$ cat src/rtl/instr_enc_pkg.sv
// instr_enc_pkg: frame format constants, FSM encoding and command-byte builder
package instr_enc_pkg;
  localparam int RW_BIT = 7;
  localparam int ADDR_MSB = 5;
  localparam logic [7:0] DUMMY_BYTE = 8'h00;
  typedef enum logic [3:0] {
    IDLE, CMD_TX, CMD_RX, DAT_TX, DAT_RX,
    NOP_CMD_TX, NOP_CMD_RX, NOP_DAT_TX, NOP_DAT_RX, DONE
  } state_e;
  function automatic logic [7:0] cmd_byte(input logic rw, input logic [ADDR_MSB:0] addr);
    logic [7:0] b;
    b = '0;
    b[RW_BIT] = rw;
    b[ADDR_MSB:0] = addr;
    return b;
  endfunction
  function automatic logic is_tx(input state_e s);
    return s inside {CMD_TX, DAT_TX, NOP_CMD_TX, NOP_DAT_TX};
  endfunction
  function automatic logic is_rx(input state_e s);
    return s inside {CMD_RX, DAT_RX, NOP_CMD_RX, NOP_DAT_RX};
  endfunction
endpackage

$ cat src/rtl/instr_enc_if.sv
// instr_enc_if: host request/response and SPI byte-engine signals of the encoder
interface instr_enc_if;
  import instr_enc_pkg::*;
  logic req_valid, req_ready, req_write;
  logic [ADDR_MSB:0] req_addr;
  logic [7:0] req_wdata;
  logic rsp_valid, rsp_err;
  logic [7:0] rsp_rdata;
  logic tx_valid, tx_ready;
  logic [7:0] tx_byte;
  logic rx_valid;
  logic [7:0] rx_byte;
  modport slave (
    input req_valid, req_write, req_addr, req_wdata, tx_ready, rx_valid, rx_byte,
    output req_ready, rsp_valid, rsp_rdata, rsp_err, tx_valid, tx_byte
  );
  modport master (
    output req_valid, req_write, req_addr, req_wdata, tx_ready, rx_valid, rx_byte,
    input req_ready, rsp_valid, rsp_rdata, rsp_err, tx_valid, tx_byte
  );
endinterface

$ cat src/rtl/instr_enc_timer.sv
// instr_enc_timer: saturating wait counter; expired flags the MAX-th waited cycle
module instr_enc_timer #(
  parameter int MAX = 1024
) (
  input  logic clk,
  input  logic rst,
  input  logic clr_i,
  input  logic en_i,
  output logic expired_o
);
  localparam int W = $clog2(MAX + 1);
  logic [W-1:0] cnt_q, cnt_d;
  always_comb cnt_d = clr_i ? '0 : (en_i && cnt_q != W'(MAX)) ? cnt_q + 1'b1 : cnt_q;
  always_ff @(posedge clk) begin
    if (rst) cnt_q <= '0;
    else cnt_q <= cnt_d;
  end
  assign expired_o = en_i && cnt_q >= W'(MAX - 1);
endmodule

$ cat src/rtl/instr_enc.sv
// instr_enc: serialises one register read/write into SPI command/data frames
module instr_enc
  import instr_enc_pkg::*;
#(
  parameter logic [ADDR_MSB:0] NOP_ADDR = 6'h3F,
  parameter int TIMEOUT = 1024
) (
  input logic clk,
  input logic rst,
  instr_enc_if.slave bus
);
  state_e state_q, state_d;
  logic wr_q, wr_d, tx_valid_q, err_q, expired, hs, accept;
  logic [7:0] wdata_q, wdata_d, tx_byte_q, tx_byte_d, rdata_q, rdata_d;
  assign bus.req_ready = state_q == IDLE && !rst;
  assign accept = bus.req_valid && bus.req_ready;
  assign hs = tx_valid_q && bus.tx_ready;
  always_comb begin
    state_d = state_q;
    wr_d = wr_q;
    wdata_d = wdata_q;
    tx_byte_d = tx_byte_q;
    rdata_d = rdata_q;
    if (expired) state_d = DONE;
    else case (state_q)
      IDLE: if (accept) begin
        state_d = CMD_TX;
        wr_d = bus.req_write;
        wdata_d = bus.req_wdata;
        tx_byte_d = cmd_byte(bus.req_write, bus.req_addr);
      end
      CMD_TX: if (hs) state_d = CMD_RX;
      CMD_RX: if (bus.rx_valid) begin
        state_d = DAT_TX;
        tx_byte_d = wr_q ? wdata_q : DUMMY_BYTE;
      end
      DAT_TX: if (hs) state_d = DAT_RX;
      // reads need a flush frame to clock out the data latched by the slave
      DAT_RX: if (bus.rx_valid) begin
        state_d = wr_q ? DONE : NOP_CMD_TX;
        tx_byte_d = wr_q ? tx_byte_q : cmd_byte(1'b0, NOP_ADDR);
      end
      NOP_CMD_TX: if (hs) state_d = NOP_CMD_RX;
      NOP_CMD_RX: if (bus.rx_valid) begin
        state_d = NOP_DAT_TX;
        rdata_d = bus.rx_byte;
        tx_byte_d = DUMMY_BYTE;
      end
      NOP_DAT_TX: if (hs) state_d = NOP_DAT_RX;
      NOP_DAT_RX: if (bus.rx_valid) state_d = DONE;
      DONE: state_d = IDLE;
      default: state_d = IDLE;
    endcase
  end
  always_ff @(posedge clk) begin
    if (rst) begin
      state_q <= IDLE;
      wr_q <= 1'b0;
      wdata_q <= '0;
      tx_byte_q <= '0;
      rdata_q <= '0;
      tx_valid_q <= 1'b0;
      err_q <= 1'b0;
    end else begin
      state_q <= state_d;
      wr_q <= wr_d;
      wdata_q <= wdata_d;
      tx_byte_q <= tx_byte_d;
      rdata_q <= rdata_d;
      tx_valid_q <= is_tx(state_d);
      err_q <= expired;
    end
  end
  instr_enc_timer #(.MAX(TIMEOUT)) u_timer (
    .clk(clk),
    .rst(rst),
    .clr_i(state_d != state_q),
    .en_i(is_tx(state_q) || is_rx(state_q)),
    .expired_o(expired)
  );
  assign bus.tx_valid = tx_valid_q;
  assign bus.tx_byte = tx_byte_q;
  assign bus.rsp_valid = state_q == DONE;
  assign bus.rsp_rdata = rdata_q;
  assign bus.rsp_err = err_q;
endmodule

$ cat src/flat_wrapper.sv
// flat-port wrapper written by rule: the top's interface ports become plain ports
module instr_enc_flat import instr_enc_pkg::*;
#(
  parameter logic [ADDR_MSB:0] NOP_ADDR = 6'h3F,
  parameter int TIMEOUT = 1024
)
  (clk, rst, bus_req_valid, bus_req_write, bus_req_addr, bus_req_wdata, bus_tx_ready, bus_rx_valid, bus_rx_byte, bus_req_ready, bus_rsp_valid, bus_rsp_rdata, bus_rsp_err, bus_tx_valid, bus_tx_byte);
  instr_enc_if bus_i ();
  input logic clk;
  input logic rst;
  input wire logic [$bits(bus_i.req_valid)-1:0] bus_req_valid;
  input wire logic [$bits(bus_i.req_write)-1:0] bus_req_write;
  input wire logic [$bits(bus_i.req_addr)-1:0] bus_req_addr;
  input wire logic [$bits(bus_i.req_wdata)-1:0] bus_req_wdata;
  input wire logic [$bits(bus_i.tx_ready)-1:0] bus_tx_ready;
  input wire logic [$bits(bus_i.rx_valid)-1:0] bus_rx_valid;
  input wire logic [$bits(bus_i.rx_byte)-1:0] bus_rx_byte;
  output wire logic [$bits(bus_i.req_ready)-1:0] bus_req_ready;
  output wire logic [$bits(bus_i.rsp_valid)-1:0] bus_rsp_valid;
  output wire logic [$bits(bus_i.rsp_rdata)-1:0] bus_rsp_rdata;
  output wire logic [$bits(bus_i.rsp_err)-1:0] bus_rsp_err;
  output wire logic [$bits(bus_i.tx_valid)-1:0] bus_tx_valid;
  output wire logic [$bits(bus_i.tx_byte)-1:0] bus_tx_byte;
  assign bus_i.req_valid = bus_req_valid;
  assign bus_i.req_write = bus_req_write;
  assign bus_i.req_addr = bus_req_addr;
  assign bus_i.req_wdata = bus_req_wdata;
  assign bus_i.tx_ready = bus_tx_ready;
  assign bus_i.rx_valid = bus_rx_valid;
  assign bus_i.rx_byte = bus_rx_byte;
  assign bus_req_ready = bus_i.req_ready;
  assign bus_rsp_valid = bus_i.rsp_valid;
  assign bus_rsp_rdata = bus_i.rsp_rdata;
  assign bus_rsp_err = bus_i.rsp_err;
  assign bus_tx_valid = bus_i.tx_valid;
  assign bus_tx_byte = bus_i.tx_byte;
  instr_enc #(.NOP_ADDR(NOP_ADDR), .TIMEOUT(TIMEOUT)) u_core (.clk(clk), .rst(rst), .bus(bus_i));
endmodule
$ cat config.mk
export PLATFORM = sky130hd
export DESIGN_NAME = instr_enc_flat
export DESIGN_NICKNAME = d
export VERILOG_FILES = /design/src/rtl/instr_enc_pkg.sv /design/src/rtl/instr_enc_if.sv /design/src/rtl/instr_enc_timer.sv /design/src/rtl/instr_enc.sv /design/src/flat_wrapper.sv
export SDC_FILE = /design/constraint.sdc
export NUM_CORES = 1
export LEC_CHECK = 0
export CAP_MARGIN = 20
export CORE_AREA = 4 4 89 91
export CTS_CLUSTER_DIAMETER = 80
export DETAILED_ROUTE_END_ITERATION = 12
export DIE_AREA = 0 0 93 95
export SLEW_MARGIN = 20
export SYNTH_ARGS = -nofsm -noshare
export SYNTH_HDL_FRONTEND = slang
export SYNTH_HIERARCHICAL = 1
export SYNTH_SLANG_ARGS = --single-unit
$ cat constraint.sdc
create_clock -name clk -period 6.05 [get_ports clk]
set_input_delay 1.21 -clock clk [delete_from_list [all_inputs] [get_ports clk]]
set_output_delay 1.21 -clock clk [all_outputs]
set_load 0.005 [all_outputs]
==> impl_metrics.ini <==
[run_status]
status = finished, final reports clean

[finish]
layout_commonest_cell = clkdlybuf4s50_1
syn2layout_area_growth_pct = 29.01
final_cell_mix = clkdlybuf4s50_1, dfxtp_1, nor2_1
final_nets = 308
fillers = 747
seq_area_sq_um = 840.8
drive_gt1_share_pct = 8.244
multi_input_area_sq_um = 1166
diodes = 0

[timing]
maxSlewHeadroom_pct = 46.26
clock_skew_ps = 13.40
rsz0062_at_grt = false
tightest_slew_ps = 806.0
tns_ps = 0
fin_crit_ps = 4020
hold_viol = 0
maxSlewViolCount = 0
timing.fmax_mhz = 248.7
setup_viol = 0
min_period_over_period_pct = 66.45

[floorplanning]
die_height_um = 95
core_area_sq_um = 7137
dieArea_sq_um = 8835
rows = 31
start_util_pct = 29.61
die_w_um = 93
ios = 48

[logic_synthesis]
synth.area.top_cells = dfxtp_1, mux2i_1, nor2_1, nand3_1, a21oi_1
synth_edf_count = 0
synth_area_per_cell_sq_um = 8.917
synth_cell_types = 50
synth-seq-cells = 42
ys_warn_count = 6
syn_nets = 267
syn_area_sq_um = 2113
ys.flop_type = dfxtp_1
yosysTopAreaCellShare_pct = 39.79
synth_area_leader_cell = dfxtp_1
syn_inst = 237
async_flop_share_pct = 0
yosysSeqAreaShare_pct = 39.79

[critical_path]
crit_type = primary input to output port
ff2ff_path_depth = 9
crit_end = bus_req_ready
crit_top_cell = clkdlybuf4s50_1
cp_max_fo = 40
required_ps = 4840
arrival_ps = 2810
cp_num_cells = 5
r2r-start = u_core/state_q[0]$_SDFF_PP0_
cp-start-kind = primary input
cp_slowest_cell = clkdlybuf4s50_1
end_kind = output port
max_stage_delay_ps = 460
worstPathCellList = clkdlybuf4s50_1, buf_4, nor2_1, and2_1, clkdlybuf4s50_1
worstSetupStartpoint = rst
worst-r2r-setup-slack_ps = 2620
cp_top_family = buffers and inverters
critPathBufInv = 3
r2r-end = u_core/u_timer/cnt_q[1]$_SDFFE_PP0P_

[power]
powerDensity_nw_per_um2 = 208.5
ir_drop_mv = 0.09357
power.net_switching_w = 0.0001544
p_total_w = 0.0005685
p_int_w = 0.0004141
combPwrFrac_pct = 13.4
pwr-share-clk_pct = 34.8
power_frac_seq_pct = 51.8
leakage_nw = 0.9837
sw_frac_of_total_pct = 27.16

[clock_network]
cts_tree = yes
clk_latency_ps = 300
clockBufferDepth = 2
cts_root_buffer = clkbuf_8
cts_setup_buffers = 0
cts_buffers = 5
cts-resized-gates = 0
cts_max_level = 2
postCtsHoldBufs = 0
clkTransAtPathRegs_ps = 80
clock_sinks = 42

[placed_design]
gp_congestion = 0.8164
port_buffers = 47
dp_hpwl_mm = 3.631

[job]
maxCapViolations = 0

[drt]
drt_wl_total_mm = 5.166
antenna_left = 0
viasPerCell = 4.939
drt-pass1-iter-count = 4
drt_iter0_drc = 119
wl_per_cell_um = 13.67
vias = 1867
post-route-drc-count = 0

[global_route]
grt_max_degree = 41
grt_usage_pct = 12.01
grt_pass1_wl_mm = 8.507
antenna_found_initial = 0
grt_pass1_vias = 1780
grt-ovfl-total = 0

[hold_path]
hold_class = flop to flop
[routing by layer]
| metal | vias up | share of wire, % | track usage (%) | wire (um) |
|---|---|---|---|---|
| li1 | 953 | - | - | - |
| met1 | 874 | 47 | 15.59 | 2434 |
| met2 | 38 | 48 | 19.50 | 2469 |
| met3 | 2 | 4.4 | 3.745 | 226 |
| met4 | 0 | 0.68 | 2.930 | 35 |
| met5 | - | 0 | 0 | 0 |
[per-stage QoR]
step | worst slack (ps) | utilization (%) | area [sq um] | cells | hold WS (ps)
6_report | 2030 | 38.20 | 2726 | 378 | 494.2
5_1_grt | 1898 | 38.20 | 2726 | 378 | 532.1
4_1_cts | 2011 | 38.20 | 2726 | 378 | 503.7
3_5_place_dp | 2023 | 36.87 | 2631 | 370 | 481.8
3_3_place_gp | 2024 | 36.87 | 2631 | 370 | 476.2
2_1_floorplan | 3143 | - | 2113 | 237 | 460.0
[flip-flops by register name (all words and copies together), names as in the netlist]
register and cells:
u_core/bus.rsp_err 1, u_core/bus.tx_byte 8, u_core/bus.tx_valid 1, u_core/u_timer/cnt_q 11, u_core/wdata_q 8, u_core/state_q 4
u_core/bus.rsp_rdata 8, u_core/wr_q 1
[worst min-delay path: stages, from the launching register on]
cell and delay [ps]:
dfxtp_1 330, nand2b_1 70, mux2i_1 60
[logic make-up (layout without fill, tap and decap cells)]
| logic type | count (synthesis) | after routing | synth area share, % |
|---|---|---|---|
| AND/OR/NAND/NOR | 108 | 108 | 29.01 |
| XOR/XNOR | 5 | 5 | 2.072 |
| multiplexers | 19 | 19 | 9.058 |
| flip-flops | 42 | 42 | 39.79 |
| buffers and inverters | 20 | 62 | 5.032 |
| AO/OA/AOI/OAI | 41 | 41 | 13.85 |
| adder cells (fa/ha/maj) | 2 | 2 | 1.184 |
[cells in the mapped netlist, drive strengths merged (2+ instances only)]
master and number:
a21oi 15, a221oi 3, a311oi 6, and3 3, buf 7, clkbuf 7, dfxtp 42, ha 2
inv 6, mux2i 18, nand2 14, nand2b 3, nand3 16, nand4 5, nor2 25, nor2b 5
nor3 9, nor3b 3, nor4 2, nor4b 3, o21ai 6, o31ai 5, or2 2, or3 3
or3b 2, or4 7, xnor2 4
[power by group through the flow]
| stage | sequential, W | clock, W | combinational [W] |
|---|---|---|---|
| 5_1_grt | 0.000297 | 0.000216 | 0.0000834 |
| 3_5_place_dp | 0.000301 | 0 | 0.0000763 |
| 6_report | 0.000295 | 0.000198 | 0.0000761 |
| 3_3_place_gp | 0.000301 | 0 | 0.0000751 |
| 2_1_floorplan | 0.000298 | 0 | 0.0000438 |
| 4_1_cts | 0.000295 | 0.000204 | 0.0000765 |
[layout make-up]
class,instances,area share (%)
Clock buffer,5,2.524
Clock inverter,3,0.9637
Inverter,6,0.8261
Multi-Input combinational cell,175,42.77
Sequential cell,42,30.84
Tap cell,99,4.543
Timing Repair Buffer,48,17.53
[how the worst min path moves through the flow]
stage | from | end | cells after the start
floorplan | u_core/wdata_q[0]$_SDFFE_PP0P_ | u_core/wdata_q[0]$_SDFFE_PP0P_ | 2
global placement | u_core/wdata_q[5]$_SDFFE_PP0P_ | u_core/wdata_q[5]$_SDFFE_PP0P_ | 2
detailed placement | u_core/wdata_q[7]$_SDFFE_PP0P_ | u_core/wdata_q[7]$_SDFFE_PP0P_ | 2
CTS | u_core/u_timer/cnt_q[10]$_SDFFE_PP0P_ | u_core/u_timer/cnt_q[10]$_SDFFE_PP0P_ | 2
global route | u_core/u_timer/cnt_q[9]$_SDFFE_PP0P_ | u_core/u_timer/cnt_q[9]$_SDFFE_PP0P_ | 2
finish | u_core/bus.tx_byte[6]$_SDFFE_PP0P_ | u_core/bus.tx_byte[6]$_SDFFE_PP0P_ | 2
Power figures use the tool's default switching activity.
